<file path="src/rtl/spi_slave_ctrl.sv">
// -----------------------------------------------------------------------------
// spi_slave_ctrl
//   SPI slave for any word width (4..32) and any SPI mode (CPOL/CPHA). All pin
//   inputs are oversampled in the clk domain. The receive side presents whole
//   words on a valid/ready handshake. The transmit side takes words through a
//   one-entry holding register, also with valid/ready.
//
//   Optional feature macro: SPI_SLAVE_CTRL_ECHO_EN
//     defined   -> an empty holding register at load time sends rx_data (echo)
//     undefined -> an empty holding register at load time sends all zeros
//
// Ports
//   clk, rst_n    system clock, synchronous active-low reset
//   SCK, SSEL     SPI clock and active-low select from master (asynchronous)
//   MOSI          master-out data (asynchronous)
//   MISO, miso_oe slave-out data (MSB first) and pad output enable
//   rx_data/rx_valid/rx_ready  received word handshake
//   rx_overrun    sticky, word completed while previous one unconsumed
//   tx_data/tx_valid/tx_ready  transmit word handshake into holding register
//   tx_underrun   one-cycle pulse, word load found holding register empty
//   frame_active  synchronised SSEL active
// -----------------------------------------------------------------------------
module spi_slave_ctrl #(
  parameter int WIDTH = 8,
  parameter bit CPOL  = 1'b0,
  parameter bit CPHA  = 1'b0
) (
  input  logic             clk,
  input  logic             rst_n,
  input  logic             SCK,
  input  logic             SSEL,
  input  logic             MOSI,
  output logic             MISO,
  output logic             miso_oe,
  output logic [WIDTH-1:0] rx_data,
  output logic             rx_valid,
  input  logic             rx_ready,
  output logic             rx_overrun,
  input  logic [WIDTH-1:0] tx_data,
  input  logic             tx_valid,
  output logic             tx_ready,
  output logic             tx_underrun,
  output logic             frame_active
);

  localparam int            CW       = $clog2(WIDTH);
  localparam logic [CW-1:0] LAST_BIT = CW'(WIDTH - 1);

  logic [2:0]       sck_sync;
  logic [2:0]       ssel_sync;
  logic [1:0]       mosi_sync;
  logic [1:0]       settle_cnt;
  logic             armed;
  logic [CW-1:0]    bitcnt;
  logic [WIDTH-2:0] rx_shift;
  logic [WIDTH-1:0] tx_shift;
  logic [WIDTH-1:0] hold_data;
  logic             hold_full;
  logic [WIDTH-1:0] fill_word;

  logic leading_edge, trailing_edge, sample_edge, drive_edge;
  logic arm_ok, frame_start, frame_end, active, in_frame;
  logic rx_shift_en, word_done, tx_load, tx_shift_en;

`ifdef SPI_SLAVE_CTRL_ECHO_EN
  assign fill_word = rx_data;
`else
  assign fill_word = '0;
`endif

  always_comb begin
    // NOTE: every signal gets a default first so no path through this block
    // can leave a value held, which would infer a latch.
    leading_edge  = 1'b0;
    trailing_edge = 1'b0;
    sample_edge   = 1'b0;
    drive_edge    = 1'b0;
    arm_ok        = 1'b0;
    frame_start   = 1'b0;
    frame_end     = 1'b0;
    active        = 1'b0;
    in_frame      = 1'b0;
    rx_shift_en   = 1'b0;
    word_done     = 1'b0;
    tx_load       = 1'b0;
    tx_shift_en   = 1'b0;

    // Edges are judged on the two oldest SCK flops; the idle level is CPOL.
    leading_edge  = (sck_sync[2] == CPOL) && (sck_sync[1] != CPOL);
    trailing_edge = (sck_sync[2] != CPOL) && (sck_sync[1] == CPOL);
    sample_edge   = CPHA ? trailing_edge : leading_edge;
    drive_edge    = CPHA ? leading_edge  : trailing_edge;

    // After reset the SSEL chain holds its reset value, not the pin. Frames are
    // only recognised once real SSEL-high data has reached the oldest flop, so
    // a reset in the middle of a frame ignores the rest of that frame.
    arm_ok      = armed || ((settle_cnt == 2'd3) && ssel_sync[2]);
    frame_start = arm_ok && ssel_sync[2] && !ssel_sync[1];
    frame_end   = armed && !ssel_sync[2] && ssel_sync[1];
    active      = armed && !ssel_sync[2];
    in_frame    = active && !frame_end;

    rx_shift_en = in_frame && sample_edge;
    word_done   = rx_shift_en && (bitcnt == LAST_BIT);
    tx_load     = frame_start || (in_frame && drive_edge && (bitcnt == '0));
    tx_shift_en = in_frame && drive_edge && (bitcnt != '0);
  end

  always_ff @(posedge clk) begin
    // NOTE: registered state uses non-blocking assignments so every flop sees
    // the pre-edge value of every other flop, independent of statement order.
    if (!rst_n) begin
      sck_sync    <= {3{CPOL}};
      ssel_sync   <= 3'b111;
      mosi_sync   <= 2'b00;
      settle_cnt  <= 2'd0;
      armed       <= 1'b0;
      bitcnt      <= '0;
      rx_shift    <= '0;
      rx_data     <= '0;
      rx_valid    <= 1'b0;
      rx_overrun  <= 1'b0;
      hold_data   <= '0;
      hold_full   <= 1'b0;
      tx_shift    <= '0;
      tx_underrun <= 1'b0;
    end else begin
      sck_sync  <= {sck_sync[1:0], SCK};
      ssel_sync <= {ssel_sync[1:0], SSEL};
      mosi_sync <= {mosi_sync[0], MOSI};

      if (settle_cnt != 2'd3) settle_cnt <= settle_cnt + 2'd1;
      if (arm_ok) armed <= 1'b1;

      // Leaving the frame discards any partial word.
      if (!in_frame)        bitcnt <= '0;
      else if (sample_edge) bitcnt <= (bitcnt == LAST_BIT) ? '0 : bitcnt + 1'b1;

      if (rx_shift_en) rx_shift <= {rx_shift[WIDTH-3:0], mosi_sync[1]};

      // A completing word wins over an accept in the same cycle: rx_valid
      // stays high with the new data, and the old word counts as consumed.
      if (word_done) begin
        rx_data  <= {rx_shift, mosi_sync[1]};
        rx_valid <= 1'b1;
        if (rx_valid && !rx_ready) rx_overrun <= 1'b1;
      end else if (rx_valid && rx_ready) begin
        rx_valid <= 1'b0;
      end
      if (frame_start) rx_overrun <= 1'b0;

      if (tx_load) begin
        tx_shift  <= hold_full ? hold_data : fill_word;
        hold_full <= 1'b0;
      end else if (tx_shift_en) begin
        tx_shift <= {tx_shift[WIDTH-2:0], 1'b0};
      end

      // Only an empty register accepts, so this never collides with the
      // emptying above; a load into an empty register in a load cycle wins.
      if (tx_valid && !hold_full) begin
        hold_data <= tx_data;
        hold_full <= 1'b1;
      end

      tx_underrun <= tx_load && !hold_full;
    end
  end

  assign MISO         = active && tx_shift[WIDTH-1];
  assign miso_oe      = active;
  assign frame_active = active;
  assign tx_ready     = !hold_full;

endmodule

</file>
<file path="config.mk">
export PLATFORM = sky130hd
export DESIGN_NAME = spi_slave_ctrl
export DESIGN_NICKNAME = d
export VERILOG_FILES = /design/src/rtl/spi_slave_ctrl.sv
export SDC_FILE = /design/constraint.sdc
export NUM_CORES = 1
export LEC_CHECK = 0
export CAP_MARGIN = 0
export CORE_UTILIZATION = 47
export CTS_CLUSTER_SIZE = 8
export DETAILED_ROUTE_END_ITERATION = 8
export HOLD_SLACK_MARGIN = 0.03
export MAX_ROUTING_LAYER = met4
export PLACE_DENSITY = 0.82
export SLEW_MARGIN = 20
export SYNTH_ARGS = -nofsm -noshare
export SYNTH_HDL_FRONTEND = slang
export SYNTH_SLANG_ARGS = --single-unit
</file>
<file path="constraint.sdc">
create_clock -name clk -period 2.1 [get_ports clk]
set_input_delay 0.42 -clock clk [delete_from_list [all_inputs] [get_ports clk]]
set_output_delay 0.42 -clock clk [all_outputs]
set_load 0.02 [all_outputs]
</file>
* Word-level counts from Yosys, hierarchy flattened
Index checks and enable logic that the tools add are counted.
Widths: inputs -> output; s select.
** Word-level totals
- Bits in registers :: 49
- Logic and storage cells :: 63
- Memory bits (read-only) :: 0
- Memory bits (writable) :: 0
- Bits of input ports :: 15
- Memories kept :: 0
- Latch bits :: 0
** Cells by class
- Reductions and logical operators :: 33
- Div/mod/pow operators :: 0
- Equal/unequal tests :: 3
- Shift-type cells :: 0
- $mul :: 0
- Multiplexer cells :: 8
- Bitwise gates (word level) :: 3
- Order comparisons :: 0
- Add/subtract/negate cells :: 2
** Operator list (number)
- $mux 8 :: 3
- $logic_and 1x1->1 :: 18
- $reduce_bool 2->1 :: 3
- $logic_not 1->1 :: 5
- $mux 1 :: 4
- $reduce_and 2->1 :: 2
- $add 3x1->3 const B :: 1
- $eq 3x3->1 const B :: 1
- $logic_not 3->1 :: 1
- $mux 3 :: 1
- $not 1->1 :: 3
- $reduce_bool 3->1 :: 1
- $add 2x1->2 const B :: 1
- $eq 2x2->1 const B :: 1
- $logic_or 1x1->1 :: 2
- $ne 2x2->1 const B :: 1
- $reduce_or 2->1 :: 1

* Depth between registers and ports, before layout
Gate-level depths: netlist of run 1.
- Depth in word-level cells :: 10
- Mapped depth :: 6
- Mapped depth without buffers :: 6

* Least setup slack after synthesis of run 1
Ideal clock, no wire load.
- Path type :: reg2reg
- Start point :: register settle_cnt[0]
- End point :: register tx_shift[5]
- Path buffers :: 1
- Cell stages (with the launch flop) :: 7
- Arrival :: 1530 ps
- Setup time :: 88 ps
- Path slack :: 482 ps
- Clock period less this slack :: 1618 ps
- Cell sequence :: dfxtp_1 > ha_1 > nor2_1 > or2_1 > buf_6 > mux2_4 > o32ai_2
** On the way
- Word-level cells in the longest chain between the ends :: 7
** RTL lines
- from (decl) :: RTL line 52 : logic [1:0] settle_cnt;
- from (signal assigned) :: RTL line 132 : if (settle_cnt != 2'd3) settle_cnt <= settle_cnt + 2'd1;
- $eq 2x2->1 * :: RTL line 97 : arm_ok = armed || ((settle_cnt == 2'd3) && ssel_sync[2]);
- $logic_and 1x1->1 * :: RTL line 97
- $logic_or 1x1->1 * :: RTL line 97
- $logic_and 1x1->1 * (2 in a row) :: RTL line 98 : frame_start = arm_ok && ssel_sync[2] && !ssel_sync[1];
- $logic_or 1x1->1 * :: RTL line 105 : tx_load = frame_start || (in_frame && drive_edge && (bitcnt == '0));
- $mux 8 / $reduce_bool 2->1 (equally long branches)
- to (signal assigned) :: RTL line 153 : tx_shift <= hold_full ? hold_data : fill_word;
- to (signal assigned) :: RTL line 156 : tx_shift <= {tx_shift[WIDTH-2:0], 1'b0};
- to (decl) :: RTL line 56 : logic [WIDTH-1:0] tx_shift;
Every way passes the cells marked *; elsewhere a longest branch is shown, timed or not.
A chain may end at the register's enable or synchronous reset.

* Final worst setup path of run 1
- Start point :: register ssel_sync[2]
- End point :: output port frame_active
** On the way
- Word-level cells in the longest chain between the ends :: 2
** RTL lines
- from (decl) :: RTL line 50 : logic [2:0] ssel_sync;
- from (signal assigned) :: RTL line 129 : ssel_sync <= {ssel_sync[1:0], SSEL};
- $logic_not 1->1 :: RTL line 100 : active = armed && !ssel_sync[2];
- $logic_and 1x1->1 :: RTL line 100
- to (decl) :: RTL line 43 : output logic frame_active
Every way passes these cells.

==> flow_metrics.env, run 1 <==
export IMPL_whs_ns=0.413
export IMPL_rows=23
export IMPL_grt_pass1_wl_um=6180
export IMPL_place_congestion=0.798
export IMPL_drive_gt1_share_pct=9.60
export IMPL_dr_pass1_iters=4
export IMPL_leakage_nw=0.996
export IMPL_ant_nets=0
export IMPL_hold_path_class="register to register"
export IMPL_antenna_found_initial=0
export IMPL_synth_area_sq_um=2050
export IMPL_power_density_nw_per_um2=681
export IMPL_slew_viol_final=0
export IMPL_cts_root_buf="clkbuf_8"
export IMPL_wire_per_inst_um=11.9
export IMPL_cp_max_fo=5
export IMPL_crit_required_ns=1.68
export IMPL_tightest_slew_ns=0.577
export IMPL_slew_headroom_pct=61.4
export IMPL_synth_common_cells="49 x dfxtp_1, 39 x nand2_1, 16 x nand3_1"
export IMPL_ff2ff_setup_slack_ns=0.24
export IMPL_grt_max_degree=32
export IMPL_synth_area_per_cell_sq_um=9.30
export IMPL_drv_cap=0
export IMPL_fp_dieW_um=68.0
export IMPL_synth_cell_types=39
export IMPL_vias=1540
export IMPL_track_usage_pct=18.8
export IMPL_yosysSeqAreaShare_pct=47.9
export IMPL_place_hpwl_um=2590
export IMPL_chipHeight_um=68.0
export IMPL_synth_edf_count=0
export IMPL_cp_start_kind="register"
export IMPL_finalSetupViolCount=0
export IMPL_initial_core_util_pct=50.1
export IMPL_drt_iter0_markers=67
export IMPL_yosys_area_top_type="dfxtp_1"
export IMPL_antennaDiodeCount=0
export IMPL_cts_max_path_buffers=2
export IMPL_rsz0062_at_grt="no"
export IMPL_layout_cells_non_filler=300
export IMPL_status="finished clean"
export IMPL_drt_wl_total_um=3580
export IMPL_syn_to_final_growth_pct=20.9
export IMPL_cts_sinks=49
export IMPL_min_period_over_period_pct=90.8
export IMPL_crit_path_end_kind="output port"
export IMPL_synth_most_common_cell="dfxtp_1"
export IMPL_core_sq_um=4090
export IMPL_yosysWarnings=0
export IMPL_period_minus_slack_ns=1.91
export IMPL_design_area_sq_um=2470
export IMPL_dp_cells=292
export IMPL_drc_errors=0
export IMPL_post_dp_cell_area_sq_um=2380
export IMPL_clock_latency_ns=0.31
export IMPL_n_fill_cell=366
export IMPL_die_area_sq_um=4620
export IMPL_hold_violations=0
export IMPL_cts_made_buffers=5
export IMPL_critPathKind="register to output port"
export IMPL_cp_data_arrival_time_ns=1.49
export IMPL_ys_dominant_reg_cell="dfxtp_1"
export IMPL_ir_drop_mv=0.511
export IMPL_clock_fmax_mhz=525
export IMPL_fin_skew_ns=0.00893
export IMPL_io_buffers=29
export IMPL_synth_cells=220
export IMPL_finish_utilization_pct=60.6
export IMPL_setup_tns_ns=0
export IMPL_synth_top_cell_area_share_pct=47.9
export IMPL_ios=30
export IMPL_avgViaCountPerCell=5.13
export IMPL_cts_tree="built"
export IMPL_synth_seq_cells=49
export IMPL_overflow=0
export IMPL_fin_nets=268
export IMPL_async_flop_share_pct=0
export IMPL_grt_pass1_vias=1351
export IMPL_holdBufCountCts=0
export IMPL_synthTopCellsByArea="dfxtp_1 48%, nand2_1 7.2%, mux2i_1 4.4%"
export IMPL_ctsHtreeMaxLevel=2
export IMPL_clk_pin_slew_worst_paths_ns=0.09
export IMPL_syn_nets=239
what timing repair did:
action | in CTS | in global routing
gates resized for setup | 1 | 1
setup buffers | 0 | 0
pin swaps | 0 | 0
setup endpoints to repair | 1 | 1
cell families after synthesis:
kind of cell | count (synthesis) | synth area share [%]
and+or+nand+nor | 98 | 24.9
DFF | 49 | 47.9
adders and majority gates | 4 | 2.45
AOI/OAI and AO/OA | 39 | 14.4
muxes | 11 | 5.87
buffers and inverters | 18 | 4.03
xor gates and xnor gates | 1 | 0.428
placed cells by master, fill, tap and decap left out, types with 2 or more instances in the layout:
master	count
dfxtp_1	48
nand2_1	39
clkdlybuf4s50_1	28
nand3_1	16
nor2b_1	14
mux2i_1	9
a21boi_1	9
and2_1	8
a21boi_0	8
nand2b_1	7
buf_4	6
inv_1	5
clkbuf_8	5
a21oi_1	4
a31oi_1	4
and3_1	4
ha_1	4
nor2_1	3
o21ai_1	3
o21ai_0	2
mux2_4	2
o32ai_2	2
worst max-delay path, cell delays in order, from the launching register on:
cell and delay (ns):
dfxtp_2 0.36, and2b_2 0.22, clkdlybuf4s50_1 0.59
power breakdown:
group / switching (mW) / leakage (nW) / total [mW] / internal, mW
Clock: 0.319 / 0.0445 / 0.556 / 0.236
Combinational: 0.0692 / 0.554 / 0.149 / 0.0794
Sequential: 0.0184 / 0.398 / 0.980 / 0.961
flip-flops by register name, indices dropped and copies added, names as in the netlist:
register / cells
rx_valid: 1
sck_sync: 3
ssel_sync: 3
rx_data: 8
hold_full: 1
tx_underrun: 1
rx_overrun: 1
rx_shift: 7
tx_shift: 8
bitcnt: 3
hold_data: 8
mosi_sync: 2
settle_cnt: 2
armed: 1
cell type report:
cell class,instances,area [sq um],area share (%)
multi-input combinational,153,983,39.7
sequential,49,982,39.7
timing repair buffer,35,338,13.7
clock buffer,5,68.8,2.78
tap,50,62.6,2.53
clock inverter,3,21.3,0.859
inverter,5,18.8,0.758
metrics by stage:
stage               setup WS (ns)  power, mW
finish                      0.194       1.68
global route                0.129       1.77
CTS                        0.0487       1.70
detailed placement          0.275       1.15
global placement            0.344       1.15
floorplan                   0.482       1.10
per-layer routing:
layer  share of wire (%)  global-route usage [%]  up-vias
li1                    -                       -      800
met1                  48                    24.7      696
met2                  45                    26.7       37
met3                 4.9                    4.50        7
met4                 2.1                    9.38        0
met5                   0                       -        -
worst paths after layout:
kind	from	to	cells after the start
max reg2reg	settle_cnt[0]	tx_shift[5]	5
min reg2reg	ssel_sync[0]	ssel_sync[1]	1
min	ssel_sync[0]	ssel_sync[1]	1
max	ssel_sync[2]	frame_active	2
Power figures use the tool's default switching activity.
==> run 2, diff against run 1 <==
--- a/config.mk
+++ b/config.mk
@@ -5,7 +5,6 @@
 export SDC_FILE = /design/constraint.sdc
 export NUM_CORES = 1
 export LEC_CHECK = 0
-export CAP_MARGIN = 0
 export CORE_UTILIZATION = 47
 export CTS_CLUSTER_SIZE = 8
 export DETAILED_ROUTE_END_ITERATION = 8
==> results of run 2 <==
No change in the layout: final DEF, timing and power equal those of run 1.
